<file path="config.mk">
export PLATFORM = sky130hd
export DESIGN_NAME = jtframe_inputs
export DESIGN_NICKNAME = d
export VERILOG_FILES = /design/src/rtl/jtframe_inputs.sv
export SDC_FILE = /design/constraint.sdc
export NUM_CORES = 1
export LEC_CHECK = 0
export CELL_PAD_IN_SITES_DETAIL_PLACEMENT = 2
export CELL_PAD_IN_SITES_GLOBAL_PLACEMENT = 2
export CORE_ASPECT_RATIO = 1.25
export CORE_UTILIZATION = 36
export DETAILED_ROUTE_END_ITERATION = 10
export PLACE_DENSITY_LB_ADDON = 0.1
export SLEW_MARGIN = 20
export SYNTH_ARGS = -nofsm -noshare
export SYNTH_HDL_FRONTEND = slang
export SYNTH_SLANG_ARGS = --single-unit
</file>
<file path="constraint.sdc">
create_clock -name clk -period 1.6 [get_ports clk]
set_input_delay 0.16 -clock clk [delete_from_list [all_inputs] [get_ports clk]]
set_output_delay 0.16 -clock clk [all_outputs]
set_load 0.02 [all_outputs]
</file>
<file path="src/rtl/jtframe_inputs.sv">
// jtframe_inputs: conditions user-I/O joystick, coin, start and pause keys for a game core.
// Per-bit debounce, one fixed-length coin pulse per press, pause toggle.
// Optional per-button autofire when JTFRAME_AUTOFIRE_EN is defined.
module jtframe_inputs #(
  parameter int unsigned PLAYERS  = 2,
  parameter int unsigned BUTTONS  = 3,
  parameter int unsigned DEB_LEN  = 4,
  parameter int unsigned COIN_LEN = 8,
  parameter int unsigned AF_HALF  = 3
) (
  input  logic                         clk,
  input  logic                         rst_n,
  input  logic                         cen,
  input  logic [PLAYERS*(4+BUTTONS)-1:0] joy_raw,
  input  logic [PLAYERS-1:0]           coin_raw,
  input  logic [PLAYERS-1:0]           start_raw,
  input  logic                         pause_raw,
  input  logic [PLAYERS*BUTTONS-1:0]   autofire_sel,
  output logic [PLAYERS*(4+BUTTONS)-1:0] game_joy,
  output logic [PLAYERS-1:0]           game_coin,
  output logic [PLAYERS-1:0]           game_start,
  output logic                         game_pause
);

  localparam int unsigned JW = 4 + BUTTONS;
  localparam int unsigned PJ = PLAYERS * JW;
  localparam int unsigned NB = PJ + 2 * PLAYERS + 1;
  localparam int unsigned DW = $clog2(DEB_LEN);
  localparam int unsigned CW = $clog2(COIN_LEN + 1);

  localparam logic [DW-1:0] DebMax   = DW'(DEB_LEN - 1);
  localparam logic [CW-1:0] CoinLoad = CW'(COIN_LEN);
  localparam logic [CW-1:0] CoinOne  = CW'(1);

  typedef enum logic [1:0] {StIdle, StPulse, StHold} coin_st_e;

  // Raw bit order: joy, coin, start, pause
  logic [NB-1:0] raw, d_q, d_d;
  logic [DW-1:0] cnt_q [NB];
  logic [DW-1:0] cnt_d [NB];

  assign raw = {pause_raw, start_raw, coin_raw, joy_raw};

  // Debounce: accept a new level after DEB_LEN consecutive differing samples
  always_comb begin
    d_d = d_q;
    for (int i = 0; i < NB; i++) begin
      cnt_d[i] = cnt_q[i];
      if (cen) begin
        if (raw[i] == d_q[i]) begin
          cnt_d[i] = '0;
        end else if (cnt_q[i] == DebMax) begin
          d_d[i]   = raw[i];
          cnt_d[i] = '0;
        end else begin
          cnt_d[i] = cnt_q[i] + 1'b1;
        end
      end
    end
  end

  // Debounce state registers
  always_ff @(posedge clk or negedge rst_n) begin
    if (!rst_n) begin
      d_q <= '0;
      for (int i = 0; i < NB; i++) cnt_q[i] <= '0;
    end else begin
      d_q <= d_d;
      for (int i = 0; i < NB; i++) cnt_q[i] <= cnt_d[i];
    end
  end

  logic [PLAYERS-1:0] coin_lvl_q, coin_lvl_d, coin_rise;
  assign coin_lvl_q = d_q[PJ +: PLAYERS];
  assign coin_lvl_d = d_d[PJ +: PLAYERS];
  assign coin_rise  = coin_lvl_d & ~coin_lvl_q;

  coin_st_e           coin_st_q [PLAYERS];
  coin_st_e           coin_st_d [PLAYERS];
  logic [CW-1:0]      coin_cnt_q [PLAYERS];
  logic [CW-1:0]      coin_cnt_d [PLAYERS];
  // A key held through reset is not a new press: arm only after a released sample
  logic [PLAYERS-1:0] arm_q, arm_d;

  // Coin FSM next state: one pulse per debounced press
  always_comb begin
    arm_d = arm_q;
    for (int p = 0; p < PLAYERS; p++) begin
      coin_st_d[p]  = coin_st_q[p];
      coin_cnt_d[p] = coin_cnt_q[p];
      if (cen) begin
        if (!coin_raw[p] && !coin_lvl_d[p]) arm_d[p] = 1'b1;
        case (coin_st_q[p])
          StIdle: begin
            if (coin_rise[p] && arm_q[p]) begin
              coin_st_d[p]  = StPulse;
              coin_cnt_d[p] = CoinLoad;
            end
          end
          StPulse: begin
            if (coin_cnt_q[p] <= CoinOne) coin_st_d[p] = StHold;
            else coin_cnt_d[p] = coin_cnt_q[p] - 1'b1;
          end
          StHold: begin
            if (!coin_lvl_d[p]) coin_st_d[p] = StIdle;
          end
          default: coin_st_d[p] = StIdle;
        endcase
      end
    end
  end

  // Coin FSM state registers
  always_ff @(posedge clk or negedge rst_n) begin
    if (!rst_n) begin
      arm_q <= '0;
      for (int p = 0; p < PLAYERS; p++) begin
        coin_st_q[p]  <= StIdle;
        coin_cnt_q[p] <= '0;
      end
    end else begin
      arm_q <= arm_d;
      for (int p = 0; p < PLAYERS; p++) begin
        coin_st_q[p]  <= coin_st_d[p];
        coin_cnt_q[p] <= coin_cnt_d[p];
      end
    end
  end

  // Coin output is low only while pulsing, so reset releases it at once
  always_comb begin
    game_coin = '1;
    for (int p = 0; p < PLAYERS; p++) begin
      if (coin_st_q[p] == StPulse) game_coin[p] = 1'b0;
    end
  end

  logic pause_q;
  // Pause toggles on each debounced rising edge
  always_ff @(posedge clk or negedge rst_n) begin
    if (!rst_n) pause_q <= 1'b0;
    else if (d_d[NB-1] && !d_q[NB-1]) pause_q <= ~pause_q;
  end

  assign game_pause = pause_q;
  assign game_start = ~d_q[PJ+PLAYERS +: PLAYERS];

`ifdef JTFRAME_AUTOFIRE_EN
  localparam int unsigned AW = $clog2(AF_HALF + 1);
  localparam logic [AW-1:0] AfLoad = AW'(AF_HALF);
  localparam logic [AW-1:0] AfOne  = AW'(1);

  logic [PLAYERS-1:0] phase_q, phase_d;
  logic [AW-1:0]      af_cnt_q [PLAYERS];
  logic [AW-1:0]      af_cnt_d [PLAYERS];

  // Autofire phase: restart on any enabled press, toggle every AF_HALF ticks while held
  always_comb begin
    phase_d = phase_q;
    for (int p = 0; p < PLAYERS; p++) begin
      af_cnt_d[p] = af_cnt_q[p];
      if (cen) begin
        if (|(autofire_sel[p*BUTTONS +: BUTTONS] & d_d[p*JW+4 +: BUTTONS]
              & ~d_q[p*JW+4 +: BUTTONS])) begin
          af_cnt_d[p] = AfLoad;
          phase_d[p]  = 1'b0;
        end else if (|(autofire_sel[p*BUTTONS +: BUTTONS] & d_q[p*JW+4 +: BUTTONS])) begin
          if (af_cnt_q[p] <= AfOne) begin
            af_cnt_d[p] = AfLoad;
            phase_d[p]  = ~phase_q[p];
          end else begin
            af_cnt_d[p] = af_cnt_q[p] - 1'b1;
          end
        end
      end
    end
  end

  // Autofire state registers
  always_ff @(posedge clk or negedge rst_n) begin
    if (!rst_n) begin
      phase_q <= '0;
      for (int p = 0; p < PLAYERS; p++) af_cnt_q[p] <= '0;
    end else begin
      phase_q <= phase_d;
      for (int p = 0; p < PLAYERS; p++) af_cnt_q[p] <= af_cnt_d[p];
    end
  end

  // Held autofire buttons follow the phase; everything else is the inverted level
  always_comb begin
    game_joy = ~d_q[PJ-1:0];
    for (int p = 0; p < PLAYERS; p++) begin
      for (int b = 0; b < BUTTONS; b++) begin
        if (autofire_sel[p*BUTTONS+b] && d_q[p*JW+4+b]) game_joy[p*JW+4+b] = phase_q[p];
      end
    end
  end
`else
  logic unused_autofire_sel;
  assign unused_autofire_sel = ^autofire_sel;
  assign game_joy = ~d_q[PJ-1:0];
`endif

endmodule

</file>
# Yosys cells after proc, flatten, opt, wreduce, memory -nomap -nowiden

Cells that the tools add are included.

Register bits: 72
Input bits: 28

Add/subtract/negate cells: 21
$lt $le $gt $ge: 2
Equal/unequal tests: 50
Multiplexer cells: 63
Bitwise gates (word level): 21
Reduce and logical (&&, ||, !) cells: 36

Operator list:

| cell                | number |
|---|---|
| $mux 2              | 44 |
| $reduce_and 3->1    | 16 |
| $eq 2x2->1 const B  | 21 |
| $add 2x1->2 const B | 19 |
| $eq 1x1->1          | 19 |
| $not 1->1           | 17 |
| $mux 4              | 4 |
| $ne 2x2->1 const B  | 8 |
| $pmux 4 s2          | 2 |
| $reduce_and 4->1    | 4 |
| $not 14->14         | 1 |
| $pmux 2 s3          | 2 |
| $mux 1              | 11 |
| $le 4x1->1 const B  | 2 |
| $sub 4x1->4 const B | 2 |
| $logic_and 1x1->1   | 5 |
| $logic_not 1->1     | 5 |
| $eq 2x1->1 const B  | 2 |
| $logic_not 2->1     | 2 |
| $not 2->2           | 2 |
| $reduce_and 2->1    | 2 |
| $reduce_bool 2->1   | 2 |
| $and 2x2->2         | 1 |

# Depth between registers and ports, before layout

Depth after elaboration: 8
Gate-level depth with buffers: 6
Gate-level depth less buffers: 6

# Worst setup path after synthesis

Ideal clock, no wire load.

Kind: register -> register
From: register coin_cnt_q[4] (netlist name)
To: register coin_cnt_q[6] (netlist name)
Library setup time: 82 ps
Arrival time: 1345 ps
Data required time: 1518 ps
Slack: 173 ps
Cell stages (with the launch flop): 7
Path buffers: 0
Period minus slack after synthesis: 1427 ps
Path through: dfrtp_1 inv_1 ha_1 nor2_1 o31a_4 or2_1 a31oi_1

Word-level cells in the longest chain between the ends: 3
Elaborated cells between the ends (all ways): 6
Those cells by class: add/sub (1); order compare (1); eq/ne (1); mux (2); reduce/logical (1)

Ends and longest elaborated chain:

| what                                           | RTL line | source |
|---|---|---|
| from (decl)                                    | 80       | `logic [CW-1:0] coin_cnt_q [PLAYERS];` |
| from (signal, indexed assignment)              | 125      | `coin_cnt_q[p] <= coin_cnt_d[p];` |
| $sub 4x1->4 or $le 4x1->1 (tied branches)      | 102, 101 |  |
| $mux 4 or $ne 2x2->1 (tied branches)           | n/a      |  |
| $pmux 4 s2 or $reduce_and 4->1 (tied branches) | n/a      |  |

Parallel ways exist; a longest one is shown, timed or not. The select of a mux whose other input is x is not followed.
A chain may end at the register's enable or synchronous reset.

# Worst setup path after layout

From: register d_q[17]
To: output port game_start[1]

Word-level cells in the longest chain between the ends: 1

Ends and longest elaborated chain:

| what                   | RTL line | source |
|---|---|---|
| from (decl)            | 38       | `logic [NB-1:0] raw, d_q, d_d;` |
| from (signal assigned) | 65       | `d_q <= '0;` |
| from (signal assigned) | 68       | `d_q <= d_d;` |
| $not 2->2              | 146      | `assign game_start = ~d_q[PJ+PLAYERS +: PLAYERS];` |
| to (decl)              | 21       | `output logic [PLAYERS-1:0] game_start,` |

No other way between the ends.

==> flow_summary.yaml <==
pwr:
  comb_power_share_pct: 39.8
  p_leak_uw: 0.00212
  p_int_uw: 5570
  p_switching_uw: 3220
  netSwitchingFraction_pct: 36.6
  p_clk_share_pct: 21.2
  ir_drop_mv: 0.748
  p_seq_share_pct: 39.0
  p_per_area_nw_per_um2: 1920
timing:
  fin_skew_ps: 3.38
  rsz0062_at_grt: "false"
  fmax_mhz: 647
  hold_violations: 0
  slew_violations: 0
  setup_viol: 0
  slew_headroom_pct: 70.6
  whs_ps: 186
  tns_ps: 0
  worst_pin_slew_ps: 442
  fin_crit_ps: 1540
  min_period_over_period_pct: 96.5
global_route:
  grt_pass1_vias: 2997
  grt_pass1_wl_um: 14400
  track_usage_pct: 17.9
  grt_max_degree: 39
  antenna_found_initial: 0
  overflow: 0
clock_network:
  cts.sinks: 72
  clockBufferDepth: 2
  tritoncts: "done"
  post-cts-setup-buffers: 0
  clkSlewWorstSetupHoldPaths_ps: 50
  cts_htree_levels: 3
  cts_buffers: 9
  cts-root-buf: "clkbuf_16"
  clkLatencyLatePin_ps: 340
synth:
  synth_cell_types: 36
  yosys_register_bits: 72
  ys.flop_type: "dfrtp_1"
  synth_top_area_share_pct: 49.5
  synth_area_leaders: "dfrtp_1 50%, mux2_2 10%, ha_1 7.9%, inv_1 5.1%, nand2_1 4.8%"
  async_flop_share_pct: 100
  yosysTopAreaCell: "dfrtp_1"
  syn-instance-count: 349
  mappedNetlistArea_um2: 3640
  yosys_warnings: 0
  seq_area_frac_synth_pct: 49.5
  syn_nets: 400
  synth_edf_count: 0
  syn_area_per_cell_um2: 10.4
route:
  drt_iter0_drc: 39
  wl_met3_um: 205
  wire_per_inst_um: 15.8
  wl_met2_um: 4700
  top_layer_used: "met4"
  ant_nets: 0
  drc_errors: 0
  vias_per_cell: 5.03
  vias: 2674
  wirelength_um: 8410
  m1WireLength_um: 3380
  dr.pass1.iters: 4
finish:
  multi_input_area_um2: 1640
  seq_area_um2: 1800
  fin_util_pct: 47.0
  final_common_cell: "dfrtp_1"
  finalNonFillerCells: 532
  finalInstanceArea_um2: 4570
  syn2layout_area_growth_pct: 25.5
  num-fill-cells: 1011
  layout_common_cells: "71 x dfrtp_1, 47 x nand2_1, 47 x inv_1, 33 x mux2_2, 26 x clkdlybuf4s50_1"
  antenna_cells: 0
  drive_gt1_share_pct: 17.0
  nNetsFinal: 453
setup_path:
  arrival_ps: 1380
  start_kind: "flop"
  crit_type: "reg -> out"
  cp_max_fo: 3
  r2r-end: "coin_cnt_q[6]$_DFFE_PN0P_"
  r2r_cells: 6
  end_kind: "output port"
  crit_required_ps: 1440
  reg2reg_from: "coin_cnt_q[4]$_DFFE_PN0P_"
  cp-startpoint: "d_q[17]$_DFFE_PN0P_"
  worstSetupEndpoint: "game_start[1]"
  r2r_slack_ps: 90
placement:
  io_buffers: 40
  dpl.hpwl_um: 5740
  place_congestion: 0.703
  placed_cell_area_um2: 4230
  dp.cells: 516
floorplanning:
  core_area_um2: 9710
  rows: 40
  die_x_um: 91.9
  io_pins: 47
  start_util_pct: 37.5
  die_y_um: 114
  die_area_um2: 10500
run_status:
  status: "finished, final reports clean"
flow_run:
  cap_violations: 0
hold_path:
  worstHoldPathType: "in -> reg"
==> power by group through the flow <==
stage / Clock [µW] / Sequential [µW] / Combinational (µW)
3_5_place_dp: 0 / 3440 / 3460
3_3_place_gp: 0 / 3350 / 3230
2_1_floorplan: 0 / 3240 / 2360
6_report: 1860 / 3430 / 3500
5_1_grt: 2010 / 3560 / 3930
4_1_cts: 1920 / 3440 / 3530
==> how the worst min path moves through the flow <==
stage | from | to | slack [ps] | depth (start not counted)
6_report | cen | cnt_q[7]$_DFFE_PN0P_ | 190 | 3
2_1_floorplan | rst_n | arm_q[0]$_DFFE_PN0P_ | -140 | 0
4_1_cts | cen | cnt_q[7]$_DFFE_PN0P_ | 180 | 3
3_3_place_gp | rst_n | cnt_q[7]$_DFFE_PN0P_ | 150 | 1
3_5_place_dp | rst_n | cnt_q[6]$_DFFE_PN0P_ | 140 | 1
5_1_grt | cen | cnt_q[7]$_DFFE_PN0P_ | 190 | 3
==> synthesized netlist by cell type (all sizes together), types with 2 or more instances <==
cell type and instances:
mux2 33, a31o 2, nor3 20, nor2 7, a22o 2, o22ai 25, inv 49, buf 10
a31oi 2, a21oi 5, dfrtp 72, nor2b 2, nand4 3, nand2b 5, xnor2 20, ha 23
nand2 47, o21ai 5
==> flip-flops by register name (all words and copies together) (netlist names) <==
| signal | cells |
|---|---|
| arm_q | 2 |
| cnt_q | 38 |
| coin_cnt_q | 8 |
| coin_st_q | 4 |
| d_q | 19 |
| game_pause | 1 |
==> critical path, stage by stage, from the launching register on <==
cell and delay (ps):
dfrtp_1 400, inv_1 60, clkdlybuf4s50_1 590
==> per-layer routing <==
metal / global-route usage (%) / vias to the layer above
met5: 0 / -
met4: 6.25 / 0
met3: 4.98 / 9
met2: 33.3 / 30
met1: 19.3 / 1354
li1: - / 1281
==> cell type report <==
cell class | count | area share (%)
multi-input cells | 218 | 35.9
clock buffers | 15 | 5.86
inverters | 49 | 4.03
well taps | 126 | 3.45
flip-flops and latches | 72 | 39.5
repair buffers | 52 | 11.3
==> per-stage QoR <==
step	total power, µW	setup slack [ps]
detailed placement	6900	-24.3
CTS	8890	4.35
global route	9500	1.11
finish	8790	55.3
global placement	6590	72.3
floorplan	5600	173
==> kinds of logic after synthesis <==
family,Yosys count,share of synthesized area [%]
fa+ha+maj,23,7.91
buf+inv,59,6.50
flops,72,49.5
simple gates,93,12.0
compound gates,48,8.77
mux,34,10.5
xor+xnor,20,4.81
==> timing repair <==
item	4_1_cts	5_1_grt
endpoints found under the hold margin	29	0
gates resized for setup	5	20
endpoints found under the setup margin	5	16
hold buffers	1	0
Power figures use the tool's default switching activity.
